===== config.mk =====
export PLATFORM = sky130hd
export DESIGN_NAME = vc_fifo_bank
export DESIGN_NICKNAME = d
export VERILOG_FILES = /design/src/rtl/vc_fifo_bank.sv
export SDC_FILE = /design/constraint.sdc
export NUM_CORES = 1
export LEC_CHECK = 0
export ABC_AREA = 1
export BUFFER_PORTS_ARGS = -buffer_cell sky130_fd_sc_hd__buf_4
export CAP_MARGIN = 15
export CORE_ASPECT_RATIO = 0.8
export CORE_MARGIN = 1
export CORE_UTILIZATION = 35
export DETAILED_ROUTE_END_ITERATION = 8
export HOLD_SLACK_MARGIN = 0.1
export PLACE_DENSITY = 0.61
export SLEW_MARGIN = 30
export SYNTH_ARGS = -nofsm -noshare
export SYNTH_HDL_FRONTEND = slang
export SYNTH_SLANG_ARGS = --single-unit

===== constraint.sdc =====
create_clock -name CLK -period 4.62 [get_ports CLK]
set_input_delay 0.462 -clock CLK [delete_from_list [all_inputs] [get_ports CLK]]
set_output_delay 0.462 -clock CLK [all_outputs]
set_load 0.01 [all_outputs]

===== src/rtl/vc_fifo_bank.sv =====
// vc_fifo_bank: four independent virtual-channel FIFOs that share one write
// port and one read port. The downstream flow-control FSM uses the per-VC
// status flags (empty, full, almost_full, almost_empty). The arbiter reads
// through a registered single-port read path. Sticky error bits record any
// overflow or underflow on each VC.
//
// Read handshake: valid_out is a one-cycle pulse in the cycle after rd_en was
// sampled, and only when that read was accepted (the VC was not empty).
// There is no ready/backpressure on data_out. The consumer must take the
// word on the cycle that valid_out is high. data_out keeps its last value
// whenever valid_out is low.
module vc_fifo_bank #(
    parameter int DATA_WIDTH = 6,
    parameter int ADDR_WIDTH = 3
) (
    input  logic                  CLK,
    input  logic                  reset,
    input  logic                  wr_en,
    input  logic [1:0]            wr_vc,
    input  logic [DATA_WIDTH-1:0] data_in,
    input  logic                  rd_en,
    input  logic [1:0]            rd_vc,
    input  logic [ADDR_WIDTH:0]   th_high,
    input  logic [ADDR_WIDTH:0]   th_low,
    output logic [DATA_WIDTH-1:0] data_out,
    output logic                  valid_out,
    output logic [3:0]            empty,
    output logic [3:0]            full,
    output logic [3:0]            almost_full,
    output logic [3:0]            almost_empty,
    output logic [3:0]            error
);

    localparam int NUM_VC = 4;
    localparam int DEPTH  = 1 << ADDR_WIDTH;
    localparam logic [ADDR_WIDTH:0]   FULL_CNT = (ADDR_WIDTH+1)'(DEPTH);
    localparam logic [ADDR_WIDTH:0]   CNT_ONE  = (ADDR_WIDTH+1)'(1);
    localparam logic [ADDR_WIDTH-1:0] PTR_ONE  = ADDR_WIDTH'(1);

    logic [DATA_WIDTH-1:0] mem    [NUM_VC][DEPTH];
    logic [ADDR_WIDTH-1:0] wr_ptr [NUM_VC];
    logic [ADDR_WIDTH-1:0] rd_ptr [NUM_VC];
    logic [ADDR_WIDTH:0]   count  [NUM_VC];

    logic rd_ok;
    logic wr_ok;

    // Decide acceptance of this cycle's read and write. A full VC can still
    // take a write when the same VC is read in the same cycle.
    always_comb begin
        rd_ok = rd_en && (count[rd_vc] != '0);
        wr_ok = wr_en && ((count[wr_vc] != FULL_CNT) || (rd_ok && (rd_vc == wr_vc)));
    end

    // Storage array: not reset, written only by an accepted write.
    always_ff @(posedge CLK) begin
        if (reset && wr_ok) begin
            mem[wr_vc][wr_ptr[wr_vc]] <= data_in;
        end
    end

    // Pointers, occupancy counts, read data register and sticky errors.
    always_ff @(posedge CLK) begin
        if (!reset) begin
            for (int v = 0; v < NUM_VC; v++) begin
                wr_ptr[v] <= '0;
                rd_ptr[v] <= '0;
                count[v]  <= '0;
            end
            data_out  <= '0;
            valid_out <= 1'b0;
            error     <= '0;
        end else begin
            valid_out <= rd_ok;
            if (rd_ok) begin
                data_out <= mem[rd_vc][rd_ptr[rd_vc]];
            end
            for (int v = 0; v < NUM_VC; v++) begin
                if (wr_ok && (wr_vc == 2'(v))) begin
                    wr_ptr[v] <= wr_ptr[v] + PTR_ONE;
                end
                if (rd_ok && (rd_vc == 2'(v))) begin
                    rd_ptr[v] <= rd_ptr[v] + PTR_ONE;
                end
                if ((wr_ok && (wr_vc == 2'(v))) && !(rd_ok && (rd_vc == 2'(v)))) begin
                    count[v] <= count[v] + CNT_ONE;
                end else if (!(wr_ok && (wr_vc == 2'(v))) && (rd_ok && (rd_vc == 2'(v)))) begin
                    count[v] <= count[v] - CNT_ONE;
                end
            end
            if (wr_en && !wr_ok) begin
                error[wr_vc] <= 1'b1;
            end
            if (rd_en && !rd_ok) begin
                error[rd_vc] <= 1'b1;
            end
        end
    end

    // Status flags depend only on the count registers and the live thresholds.
    always_comb begin
        for (int v = 0; v < NUM_VC; v++) begin
            empty[v]        = (count[v] == '0);
            full[v]         = (count[v] == FULL_CNT);
            almost_full[v]  = (count[v] >= th_high);
            almost_empty[v] = (count[v] <= th_low);
        end
    end

endmodule

==> After elaboration in Yosys (flattened, before gate mapping) <==
Memory sizes are Yosys's and may differ from the RTL's.
Cells that the tools add are included.
{ "totals": {"reg_bits": 11, "ramBits": 232, "inputBits": 22, "out_inout_bits": 27, "elab_cells": 196, "mem_count": 4} }
{ "mem_list": {"columns": ["name", "words", "word_bits", "rd", "rd_ports_with_merged_regs", "wr", "line_no", "rtl"], "rows": [
  ["mem", 4, 48, 1, 0, 1, "40", "logic [DATA_WIDTH-1:0] mem [NUM_VC][DEPTH];"],
  ["count", 4, 4, 6, 0, 4, "43", "logic [ADDR_WIDTH:0] count [NUM_VC];"],
  ["rd_ptr", 4, 3, 5, 0, 4, "42", "logic [ADDR_WIDTH-1:0] rd_ptr [NUM_VC];"],
  ["wr_ptr", 4, 3, 5, 0, 4, "41", "logic [ADDR_WIDTH-1:0] wr_ptr [NUM_VC];"]
]} }
{ "op_classes": {"n_addsub": 16, "magnitude_cmp": 15, "n_eq_ne": 12, "mux": 83, "bitwise": 20, "reduce_logical": 43} }
{ "ops": {"columns": ["operator", "n"], "rows": [
  ["$mux W1", 56],
  ["$mux W48", 1],
  ["$mux W4", 11],
  ["$logic_and A1 B1 Y1", 25],
  ["$add A3 B1 Y3 const B", 8],
  ["$mux W3", 8],
  ["$bmux W6 S3", 1],
  ["$demux W6 S3", 1],
  ["$mux W6", 3],
  ["$add A4 B1 Y4 const B", 4],
  ["$eq A4 B4 Y1 const B", 4],
  ["$ge A4 B4 Y1", 4],
  ["$le A4 B4 Y1", 4],
  ["$logic_not A4 Y1", 4],
  ["$or A1 B1 Y1", 16],
  ["$sub A4 B1 Y4 const B", 4],
  ["$logic_not A1 Y1", 10],
  ["$eq A2 B2 Y1 const B", 4],
  ["$ge A4 B4 Y1 const B", 2],
  ["$not A3 Y4", 2],
  ["$or A4 B4 Y4", 2],
  ["$lt A2 B3 Y1 const B", 2],
  ["$demux W1 S2", 2],
  ["$eq A2 B1 Y1 const B", 2],
  ["7 further kinds", 9]
]} }

==> Depth between registers and ports, before layout <==
Gate-level depths: netlist (run 1).
An unclocked memory read counts as a cell.
{ "logic_depth": {"depth_word": 14, "mapped_depth": 19, "ltp_nobuf": 18} }

==> Worst setup path after synthesis (run 1) <==
No wires, ideal clock.
{ "synth_path": {"kind": "input-to-reg", "start": "in rd_vc[1]", "end": "mem count[1][3] (netlist bit), data pin", "setup_time_ps": 253, "arrival_time_ps": 2336, "required_time_ps": 4367, "path_slack_ps": 2031, "path_stages": 19, "n_path_buf": 1, "cell_sequence": "buf_4 inv_2 nor2_4 nand2_1 nand2_1 inv_1 nand2_1 nand3_2 nand2_4 nand3_1 nand2_1 inv_2 ha_1 a21oi_1 nand2_1 xor2_1 inv_1 nor2_1 nor2_1"} }
{ "synth_lines": {"columns": ["element", "line_no", "rtl"], "rows": [
  ["start: declaration", "22", "input logic [1:0] rd_vc,"],
  ["end: declaration", "43", null]
]} }

==> results.json, run 1 <==
{
  "status": "completed",
  "n_antenna_cell": 0,
  "cts_tree": "built",
  "worstPathArrival_ns": 3.24,
  "die_h_um": 163,
  "power_density_mw_per_mm2": 386,
  "grt_setup_unrepaired": "no",
  "clockBufferDepth": 3,
  "post-dp-hpwl_mm": 18.0,
  "critPathMaxFanout": 16,
  "final_core_util_pct": 40.8,
  "tightest_slew_ns": 0.757,
  "cts_sinks": 243,
  "die-area_mm2": 0.0330,
  "setup_ws_ns": 1.66,
  "vdd_drop_max_uv": 205,
  "ys_ff_latch": 243,
  "grt_pass1_wl_mm": 42.2,
  "route.detailed.drc": 0,
  "antenna_found_initial": 0,
  "synth_top_family_by_area": "simple AND/OR/NAND/NOR gates",
  "async_reset_ff_share_pct": 0,
  "final_cells": 1527,
  "postRouteAntennaNets": 0,
  "dr.pass1.iters": 5,
  "grt_max_degree": 53,
  "num-nets-final": 1160,
  "drtIter0Drc": 677,
  "max_freq_mhz": 338,
  "htree_levels": 1,
  "skew_ns": 0.0108,
  "synth-simple-area-share_pct": 19.6,
  "final_common_cell": "nand2_1",
  "relSlewSlack_pct": 49.5,
  "start_util_pct": 35.8,
  "synth-edff-count": 232,
  "netlist_area_mm2": 0.0113,
  "drt-total-wl_mm": 26.9,
  "core.rowCount": 58,
  "pre_cts_slack_ns": 1.58,
  "syn-num-nets": 1113,
  "dieWidth_um": 203,
  "final_hold_viol_count": 0,
  "grt-ovfl-total": 0,
  "grt_pass1_vias": 7331,
  "vias_per_cell": 4.97,
  "layout_common_cells": "nand2_1, edfxtp_1, nor2_1, nand3_1, inv_1",
  "num_vias": 7588,
  "synthFlopType": "edfxtp_1",
  "synth_fa_ha_area_share_pct": 5.85,
  "cts_resized": 0,
  "synth_cells": 1040,
  "endpoint_kind": "register",
  "avgRoutedWirePerCell_um": 17.6,
  "max_cap_violations": 0,
  "post-place-cells": 1479,
  "synth.mux.area_fraction_pct": 0,
  "ctsHoldBuffers": 0,
  "areaGrowthSynthToFinish_pct": 13.9,
  "finalSetupTns_ns": 0,
  "insertion_delay_ns": 0.53,
  "track_usage_pct": 16.5,
  "p_leak_nw": 4.94,
  "path_clk_slew_ns": 0.06,
  "critPathRequiredTime_ns": 4.90,
  "port_buffers": 48,
  "numCtsBuffers": 26,
  "drive_gt1_share_pct": 11.7,
  "synth_compound_area_share_pct": 5.22,
  "finalSetupViolations": 0,
  "min_period_ns": 2.96,
  "fin_crit_sh_pct": 64.1,
  "cts_setup_buffers": 0,
  "ys_seq_area_share_pct": 63.6,
  "synth_xor_area_share_pct": 1.40,
  "fillerInstances": 2996,
  "critPathKind": "register to register",
  "root_buffer": "clkbuf_16",
  "multi_input_area_mm2": 0.00363,
  "syn_avg_cell_area_um2": 10.9,
  "gp_congestion": 0.850,
  "hold_class": "input port to register",
  "yosysWarnings": 0,
  "core_area_mm2": 0.0316,
  "ios": 49,
  "critical_path.startpoint_type": "register",
  "ys_types": 39,
  "regArea_mm2": 0.00719,
  "report.final.slew_viol_count": 0
}
## logic make-up (layout without fill, tap and decap cells)
| logic type | after synthesis | after routing |
|---|---|---|
| simple gates | 504 | 504 |
| compound gates | 103 | 103 |
| buf+inv | 121 | 188 |
| xor+xnor | 18 | 18 |
| fa+ha+maj | 51 | 51 |
| flops | 243 | 243 |
## registers in the layout (all words and copies together), names as in the netlist
signal	flops
mem	192
rd_ptr	12
count	16
wr_ptr	12
valid_out	1
data_out	6
error	4
## power by group
part,switching (mW),internal (mW)
registers,0.0354,2.46
logic,0.352,0.177
clock network,0.820,1.13
## routing by layer
metal | global-route usage (%) | wire [µm] | vias up
met3 | 2.14 | 1430 | 33
met4 | 3.62 | 384 | 0
met2 | 25.5 | 11800 | 203
met1 | 24.8 | 13200 | 3660
met5 | 0 | 0 | -
li1 | - | - | 3692
## layout make-up
class                           count  area share [%]
Sequential cell                   243            55.9
Multi-Input combinational cell    676            28.2
Clock buffer                       38            5.57
Tap cell                          420            4.08
Timing Repair Buffer               54            3.15
Inverter                           86            2.51
Clock inverter                     10           0.603
## critical path, stage by stage (launching register included)
cell and delay [ns]:
edfxtp_1 0.50, nor2_1 0.10, nand2_1 0.12, nand2_1 0.06, nand2_1 0.08, nor2_1 0.08, nor2_4 0.32, nand2_1 0.17
nor2_1 0.20, nand2_1 0.14, inv_2 0.12, ha_1 0.27, a21oi_1 0.16, nand2_1 0.08, xor2_1 0.16, inv_1 0.05
nand2_1 0.06, nand2_1 0.04
## worst paths after layout
| path | from | cells past startpoint | end | slack (ns) |
|---|---|---|---|---|
| setup / recovery | count[3][2] | 17 | count[0][3] | 1.66 |
| hold / removal | wr_vc[0] | 4 | error[0] | 0.32 |
| setup reg to reg | count[3][2] | 17 | count[0][3] | 1.66 |
| hold reg to reg | error[2] | 2 | error[2] | 0.48 |
## cells in the mapped netlist, types with 2 or more instances
cell type | instances | share of area (%)
a21oi_1 | 56 | 2.5
a22oi_1 | 16 | 1.1
a31oi_1 | 4 | 0.22
buf_1 | 7 | 0.23
buf_2 | 11 | 0.49
buf_4 | 3 | 0.20
clkbuf_1 | 14 | 0.47
dfxtp_1 | 11 | 2.0
edfxtp_1 | 232 | 62
fa_1 | 3 | 0.53
ha_1 | 48 | 5.3
inv_1 | 71 | 2.4
inv_2 | 14 | 0.47
nand2_1 | 248 | 8.2
nand2_2 | 4 | 0.22
nand3_1 | 81 | 3.6
nand3_2 | 3 | 0.27
nand4_1 | 26 | 1.4
nor2_1 | 114 | 3.8
nor2_2 | 11 | 0.61
nor2_4 | 5 | 0.50
nor3_1 | 3 | 0.13
nor3_2 | 2 | 0.18
o211ai_1 | 4 | 0.27
o21ai_0 | 11 | 0.49
o21ai_1 | 6 | 0.27
o21bai_1 | 4 | 0.27
xnor2_1 | 9 | 0.70
xor2_1 | 9 | 0.70
## stage by stage
step / cell area (µm²) / hold slack [ns] / power [mW]
floorplan: 11300 / 0.492 / 2.86
global placement: 12100 / 0.474 / 3.05
detailed placement: 12100 / 0.472 / 3.06
CTS: 12900 / 0.302 / 5.00
global route: 12900 / 0.321 / 5.16
finish: 12900 / 0.323 / 4.97
No activity file was read; power rests on OpenSTA's default activity.
==> run 2, diff against run 1 <==
Settings changed: PLACE_DENSITY 0.61 to 0.63.
Clock period 4.62 ns to 2.45 ns, I/O delays scaled along.
==> results.json, run 2 (synthesis gave the netlist of run 1 again) <==
{
  "status": "completed",
  "p_total_mw": 10.1,
  "die_h_um": 163,
  "hold_class": "input port to register",
  "switching_share_pct": 23.5,
  "layout_common_cells": "nand2_1, edfxtp_1, buf_4, nor2_1, nand3_1",
  "grt_pass1_wl_mm": 43.1,
  "final_cells": 1637,
  "num-nets-final": 1270,
  "core.rowCount": 58,
  "post-dp-hpwl_mm": 18.4,
  "vias_per_cell": 4.91,
  "relSlewSlack_pct": 57.2,
  "report.final.slew_viol_count": 0,
  "numCtsBuffers": 26,
  "max_freq_mhz": 422,
  "largest_reg_flops": 192,
  "rr_endpoint": "count[2][2]",
  "postRouteAntennaNets": 0,
  "cts_sinks": 243,
  "power_density_mw_per_mm2": 721,
  "root_buffer": "clkbuf_16",
  "insertion_delay_ns": 0.53,
  "critPathRequiredTime_ns": 2.72,
  "min_period_ns": 2.37,
  "clock_power_share_pct": 41.9,
  "internal_power_mw": 7.73,
  "gp_congestion": 0.907,
  "crit_chain": "nor2_2, buf_4, nand2_4, nand2_2, nand4_1, nor2_4, nand2_4, buf_8, nand3_4, nand2_4, buf_6, fa_2, xor2_1, a21oi_1",
  "drtIter0Drc": 695,
  "start_util_pct": 35.8,
  "path_clk_slew_ns": 0.06,
  "tightest_slew_ns": 0.643,
  "finalSetupViolations": 0,
  "critical_path.startpoint_type": "register",
  "slowest_delay_ns": 0.41,
  "fin_crit_sh_pct": 96.7,
  "ios": 49,
  "clockBufferDepth": 3,
  "areaGrowthSynthToFinish_pct": 24.1,
  "cp_common_cell": "nand2_4",
  "htree_levels": 1,
  "skew_ns": 0.0209,
  "seqPwrFrac_pct": 46.2,
  "post-place-cells": 1578,
  "rrSetupSlack_ns": 0.08,
  "avgRoutedWirePerCell_um": 17.1,
  "grt_setup_unrepaired": "yes",
  "whs_endpoint": "mem[0][24]",
  "finalSetupTns_ns": 0,
  "vdd_drop_max_uv": 507,
  "dr.pass1.iters": 5,
  "core_area_mm2": 0.0316,
  "critPathMaxFanout": 5,
  "critPathKind": "register to register",
  "num_vias": 8043,
  "r2r-start": "count[2][1]",
  "n_antenna_cell": 0,
  "min-delay-start": "data_in[0]",
  "drt-total-wl_mm": 27.9,
  "rr_worst_depth": 14,
  "grt_pass1_vias": 7709,
  "drive_gt1_share_pct": 22.4,
  "p_leak_nw": 5.59,
  "switchingPower_mw": 2.37,
  "final_hold_viol_count": 0,
  "track_usage_pct": 16.8,
  "hold_depth": 1,
  "grt_max_degree": 51,
  "comb_power_share_pct": 11.8,
  "slowest_stage": "edfxtp_1",
  "cts_tree": "built",
  "die-area_mm2": 0.0330,
  "route.detailed.drc": 0,
  "worstPathArrival_ns": 2.64,
  "final_common_cell": "nand2_1",
  "grt-ovfl-total": 0,
  "post_dp_cell_area_mm2": 0.0128,
  "dieWidth_um": 203,
  "antenna_found_initial": 0,
  "stdcell_area_mm2": 0.0140,
  "endpoint_kind": "register",
  "port_buffers": 48,
  "max_cap_violations": 0
}
==> run 2: power groups by stage <==
stage               Combinational (mW)  Clock (mW)  Sequential [mW]
detailed placement                1.14           0             4.76
global route                      1.32        4.44             4.68
finish                            1.20        4.23             4.67
CTS                               1.16        4.27             4.67
global placement                  1.11           0             4.75
floorplan                        0.617           0             4.77
==> run 2: worst max-delay path: cells and delay by family (launching register included) <==
kind	cells	cell delay, ns
AOI/OAI and AO/OA	1	0.07
xor gates and xnor gates	1	0.18
adders and majority gates	1	0.35
buffers and inverters	3	0.39
DFF	1	0.41
and+or+nand+nor	8	0.72
==> run 2: worst max path at each step <==
stage	from	end	slack (ns)
2_1_floorplan	count[3][2]	count[1][3]	0.001
3_3_place_gp	count[1][1]	count[1][3]	-0.06
3_5_place_dp	count[1][1]	count[1][3]	-0.09
4_1_cts	count[3][1]	count[1][3]	0.0007
5_1_grt	count[3][0]	count[1][3]	-0.11
6_report	count[2][1]	count[2][2]	0.08
==> run 2: cell type report <==
cell class	instances	area, µm²
clock buffer	32	693
clock inverter	16	243
fill	2894	17600
inverter	86	328
multi-input combinational	676	3780
sequential	243	7190
tap	420	526
timing repair buffer	164	1260
==> run 2: through the flow <==
stage | util (%) | hold slack (ns) | setup WS [ns]
5_1_grt | 44.4 | 0.143 | -0.112
6_report | 44.4 | 0.141 | 0.0814
3_3_place_gp | 40.6 | 0.489 | -0.0628
2_1_floorplan | - | 0.344 | 0.00124
4_1_cts | 43.8 | 0.137 | 0.000655
3_5_place_dp | 40.6 | 0.492 | -0.0928
==> run 2: per-layer routing <==
metal  vias to the layer above  share of wire [%]  GRT usage [%]
li1                       3921                  -              -
met3                        40                6.0           1.90
met1                      3857                 46           24.2
met5                         -                  0              0
met2                       225                 47           27.0
met4                         0                1.8           4.34
==> run 2: what timing repair did <==
| item | 4_1_cts | 5_1_grt |
|---|---|---|
| buffers inserted | 1 | 9 |
| pin swaps | 10 | 16 |
| hold endpoints to repair | 1 | 0 |
| gates resized for setup | 12 | 27 |
| setup endpoints to repair | 4 | 6 |
| hold buffers | 1 | 0 |
